[src/rtl/change_dispenser.sv]
// change_dispenser
// Change-payout unit for the vending machine. On an accepted request it pays
// the given amount one coin per clock, always picking the largest denomination
// that still fits and is in stock, then pulses `done` and reports through
// `short` whether the exact amount was delivered.
//
// Ports
//   clk        rising-edge clock
//   rst        synchronous, active-high reset
//   start      payout request (accepted only when idle)
//   amount     change to pay, in units of 10 gr, sampled with start
//   refill     restock every denomination to INIT_COUNT (only when idle)
//   busy       high while paying
//   done       one-cycle pulse at the end of a payout
//   short      valid with done: 1 = exact change not delivered
//   remaining  unpaid amount, held after done until the next accepted start
//   empty      bit i set when denomination i is out of stock
//              (bit0 = coin_1 ... bit5 = coin_50)
//   coin_*_o   one-cycle coin pulses worth 1, 2, 5, 10, 20, 50 units
module change_dispenser #(
  parameter int AMT_W      = 8,
  parameter int CNT_W      = 4,
  parameter int INIT_COUNT = 8
) (
  input  logic             clk,
  input  logic             rst,
  input  logic             start,
  input  logic [AMT_W-1:0] amount,
  input  logic             refill,
  output logic             busy,
  output logic             done,
  output logic             short,
  output logic [AMT_W-1:0] remaining,
  output logic [5:0]       empty,
  output logic             coin_1_o,
  output logic             coin_2_o,
  output logic             coin_5_o,
  output logic             coin_10_o,
  output logic             coin_20_o,
  output logic             coin_50_o
);

  typedef enum logic {IDLE, PAY} state_t;

  localparam logic [CNT_W-1:0] INIT_CNT = CNT_W'(INIT_COUNT);

  state_t                  state, state_next;
  logic [5:0][CNT_W-1:0]   count;
  logic [5:0]              coins;
  logic                    found;
  logic [2:0]              sel;

  // Value of denomination index i (0 = coin_1 ... 5 = coin_50).
  function automatic logic [AMT_W-1:0] denom(input int i);
    case (i)
      0:       denom = AMT_W'(1);
      1:       denom = AMT_W'(2);
      2:       denom = AMT_W'(5);
      3:       denom = AMT_W'(10);
      4:       denom = AMT_W'(20);
      default: denom = AMT_W'(50);
    endcase
  endfunction

  // Greedy pick: scanning upward, the last qualifying index wins, which is
  // the largest denomination that fits and is in stock.
  always_comb begin
    // NOTE: every combinational output gets a default first so no path leaves
    // it unassigned, which would otherwise infer a latch.
    found = 1'b0;
    sel   = 3'd0;
    for (int i = 0; i < 6; i++) begin
      if (count[i] != '0 && denom(i) <= remaining) begin
        found = 1'b1;
        sel   = 3'(i);
      end
    end
  end

  always_comb begin
    state_next = state;
    case (state)
      IDLE:    if (start) state_next = PAY;
      PAY:     if (!found) state_next = IDLE;
      default: state_next = IDLE;
    endcase
  end

  // NOTE: sequential state is updated with non-blocking assignments so every
  // flop samples the pre-edge values, independent of statement order.
  always_ff @(posedge clk) begin
    if (rst) state <= IDLE;
    else     state <= state_next;
  end

  always_ff @(posedge clk) begin
    if (rst) begin
      // NOTE: the stock counters are individual flops, not a RAM, so they are
      // reset directly to the full stock along with the rest of the datapath.
      count     <= {6{INIT_CNT}};
      remaining <= '0;
      coins     <= '0;
      done      <= 1'b0;
      short     <= 1'b0;
    end else begin
      coins <= '0;
      done  <= 1'b0;
      case (state)
        IDLE: begin
          if (refill) count <= {6{INIT_CNT}};
          if (start) begin
            remaining <= amount;
            short     <= 1'b0;
          end
        end
        PAY: begin
          if (found) begin
            // d <= remaining and count[d] > 0, so neither can underflow.
            coins[sel] <= 1'b1;
            remaining  <= remaining - denom(int'(sel));
            count[sel] <= count[sel] - CNT_W'(1);
          end else begin
            done  <= 1'b1;
            short <= (remaining != '0);
          end
        end
        default: ;
      endcase
    end
  end

  assign busy = (state == PAY);

  always_comb begin
    empty = '0;
    for (int i = 0; i < 6; i++) empty[i] = (count[i] == '0);
  end

  assign coin_1_o  = coins[0];
  assign coin_2_o  = coins[1];
  assign coin_5_o  = coins[2];
  assign coin_10_o = coins[3];
  assign coin_20_o = coins[4];
  assign coin_50_o = coins[5];

endmodule
[config.mk]
export PLATFORM = sky130hd
export DESIGN_NAME = change_dispenser
export DESIGN_NICKNAME = d
export VERILOG_FILES = /design/src/rtl/change_dispenser.sv
export SDC_FILE = /design/constraint.sdc
export NUM_CORES = 1
export LEC_CHECK = 0
export ABC_AREA = 1
export BUFFER_PORTS_ARGS = -buffer_cell sky130_fd_sc_hd__buf_2
export CAP_MARGIN = 30
export CORE_AREA = 2 2 81 83
export CTS_CLUSTER_DIAMETER = 40
export DETAILED_ROUTE_END_ITERATION = 16
export DIE_AREA = 0 0 83 85
export GPL_TIMING_DRIVEN = 1
export SYNTH_ARGS = -nofsm -noshare
export SYNTH_HDL_FRONTEND = slang
export SYNTH_SLANG_ARGS = --single-unit
[constraint.sdc]
create_clock -name clk -period 2.8 [get_ports clk]
set_input_delay 0.14 -clock clk [delete_from_list [all_inputs] [get_ports clk]]
set_output_delay 0.14 -clock clk [all_outputs]
set_load 0.05 [all_outputs]
==> impl_metrics.json <==
{
  "clock_skew_ns": 0.00652,
  "status": "completed",
  "design.core.area_mm2": 0.00620,
  "met1_usage_pct": 22.8,
  "swShare_pct": 46.9,
  "worst_slack_ns": 0.141,
  "drv_slew": 0,
  "crit_slowest_cell": "dfxtp_4",
  "grt_pass1_wl_um": 10100,
  "floorplan.die_area_mm2": 0.00706,
  "relSlewSlack_pct": 66.5,
  "vias_per_cell": 5.04,
  "share_comb_of_total_power_pct": 57.1,
  "cp_slowest_stage_delay_ns": 0.38,
  "post_drt_wl_per_cell_um": 14.1,
  "synth_area_mm2": 0.00243,
  "timing.hold.ws_ns": 0.121,
  "place_area_mm2": 0.00275,
  "die_width_um": 83,
  "synth-simple-area-share_pct": 32.3,
  "syn-instance-count": 334,
  "seqPwrFrac_pct": 24.9,
  "fin_area_mm2": 0.00293,
  "boundaryPins": 35,
  "grt_pass1_vias": 2072,
  "worst_slew_pin_slew_ns": 0.501,
  "diodes": 0,
  "remaining_drc_errors": 0,
  "gp_congestion": 0.851,
  "cp_max_fo": 5,
  "dpl.hpwl_um": 4840,
  "cts_root_buffer": "clkbuf_8",
  "dr.pass1.iters": 4,
  "synth_ff_type": "dfxtp_1",
  "hp-class": "input port to flip-flop",
  "cts_tree": "done",
  "crit_type": "flip-flop to flip-flop",
  "drt_iter0_drc": 112,
  "yosys_warnings": 0,
  "power_leakage_uw": 0.00136,
  "min_period_over_period_pct": 95.0,
  "grt_usage_pct": 18.0,
  "synth_compound_area_share_pct": 17.3,
  "p_per_area_mw_per_mm2": 954,
  "synth_edf_count": 0,
  "synth-async-reset-ratio_pct": 0,
  "rows": 29,
  "postRouteAntennaNets": 0,
  "grt_overflow": 0,
  "ctsResizeCount": 0,
  "internal-power_uw": 1480,
  "clock_path_buffers": 2,
  "max_clock_freq_mhz": 376,
  "ys_types": 40,
  "io_buffers": 34,
  "hold_viol": 0,
  "crit_arrival_ns": 2.84,
  "synthXorXnorAreaFrac_pct": 2.11,
  "path_cells": "nor2_4 > nand2_2 > nor2_4 > nor2_1 > nand2_2 > nand2_2 > a21boi_2 > nand2_2 > ha_4 > nand2_1 > o21ai_2 > a21oi_1 > o21bai_1 > nand2_1 > nand3_1 > xor2_1 > nand2_1 > o211ai_1 > a21oi_1",
  "start_util_pct": 39.1,
  "synth_fp_nets": 354,
  "critPathLaunchType": "flip-flop",
  "ys_ff_latch": 41,
  "die_h_um": 85,
  "clk_latency_ns": 0.30,
  "cp_common_cell": "nand2_2",
  "area_growth_pct": 20.7,
  "min_period_ns": 2.66,
  "place_ws_ns": 0.0316,
  "ir_worst_vdd_mv": 0.411,
  "synth_fa_ha_area_share_pct": 4.43,
  "cts_hold_buf": 0,
  "rsz0062_at_grt": "yes",
  "nNetsFinal": 398,
  "wl_um": 6440,
  "final_common_cell": "inv_1",
  "avgSynthCellArea_um2": 7.27,
  "final_cell_mix": "inv_1 (50), nand2_1 (48), nor2_1 (38), buf_2 (34), dfxtp_1 (33)",
  "p_sw_uw": 1310,
  "drive_gt1_share_pct": 30.1,
  "grt_max_degree": 20,
  "grt_busiest_layer": "met2",
  "cp.required_ns": 2.98,
  "numCtsBuffers": 5,
  "synth_top_family_by_area": "simple AND/OR/NAND/NOR gates",
  "antenna_found_initial": 0,
  "post_cts_buffers": 0,
  "setup_viol": 0,
  "power_frac_clock_pct": 18.0,
  "cap_violations": 0,
  "seq_area_frac_synth_pct": 33.8,
  "clkTransAtPathRegs_ns": 0.08,
  "vias": 2298,
  "cts_sinks": 41,
  "synth.mux.area_fraction_pct": 0,
  "grt_util_met3_pct": 3.89,
  "grt_use_met2_pct": 31.5,
  "cts_max_level": 2,
  "cp-end-kind": "flip-flop"
}
worst paths after layout:
path,from,end,slack [ns],depth (start not counted)
worst max-delay path,remaining[2]$_SDFFE_PP0P_,remaining[7]$_SDFFE_PP0P_,0.14,19
worst min-delay path,amount[0],remaining[0]$_SDFFE_PP0P_,0.12,3
worst max register to register,remaining[2]$_SDFFE_PP0P_,remaining[7]$_SDFFE_PP0P_,0.14,19
worst min register to register,count[15]$_SDFFE_PP1P_,count[15]$_SDFFE_PP1P_,0.48,2
Yosys cell counts, types with 5 or more instances:
cell     number  area share [%]
inv_1        51             7.9
dfxtp_1      41              34
nand2_2      14             3.6
o22ai_1       6             1.5
o21ai_0      22             4.5
nand3_1      16             3.3
ha_1          7             3.6
nor2_1       40             6.2
a21oi_1      23             4.7
nand4_1       8             2.1
nand2_1      49             7.6
o32ai_1       5             1.8
through the flow:
step / util (%) / total power (µW) / instances / TNS [ns]
CTS: 46.2 / 2680 / 456 / 0
floorplan: - / 1790 / 334 / -0.0389
detailed placement: 44.3 / 2170 / 448 / 0
global route: 47.2 / 2970 / 456 / -0.101
finish: 47.2 / 2800 / 456 / 0
global placement: 44.3 / 2170 / 448 / 0
state kept, by name, indices dropped and copies added (netlist names):
name and flops:
count 24, done 1, coins 6, remaining 8, short 1, busy 1
area by class of cell:
type,count,area [µm²]
clock inverter,1,30.0
clock buffer,7,86.3
tap,77,96.3
fill,626,3270
sequential,41,833
inverter,57,221
timing repair buffer,43,238
multi-input combinational,230,1430
cell families (layout without fill, tap and decap cells):
family | Yosys count | in the layout
adder cells (fa/ha/maj) | 8 | 8
AO/OA/AOI/OAI | 69 | 69
XOR/XNOR | 5 | 5
buffers and inverters | 63 | 108
AND/OR/NAND/NOR | 148 | 148
flip-flops | 41 | 41
metal layers:
metal | part of all wire [%] | wire, µm
met5 | 0 | 0
met4 | 0.98 | 63
met3 | 4.4 | 285
met2 | 49 | 3160
met1 | 46 | 2930
power by group through the flow:
stage          Sequential, µW  Combinational, µW  Clock, µW
2_1_floorplan             771               1020          0
3_3_place_gp              704               1470          0
3_5_place_dp              706               1470          0
4_1_cts                   692               1480        511
5_1_grt                   705               1730        534
6_report                  695               1600        504
critical path, delay by kind of cell (launching register included):
kind	cells	cell delay [ns]
XOR/XNOR	1	0.14
flip-flops	1	0.38
adder cells (fa/ha/maj)	1	0.30
AO/OA/AOI/OAI	6	0.76
AND/OR/NAND/NOR	11	0.94
Note: power is estimated with default switching activity, not from simulation.
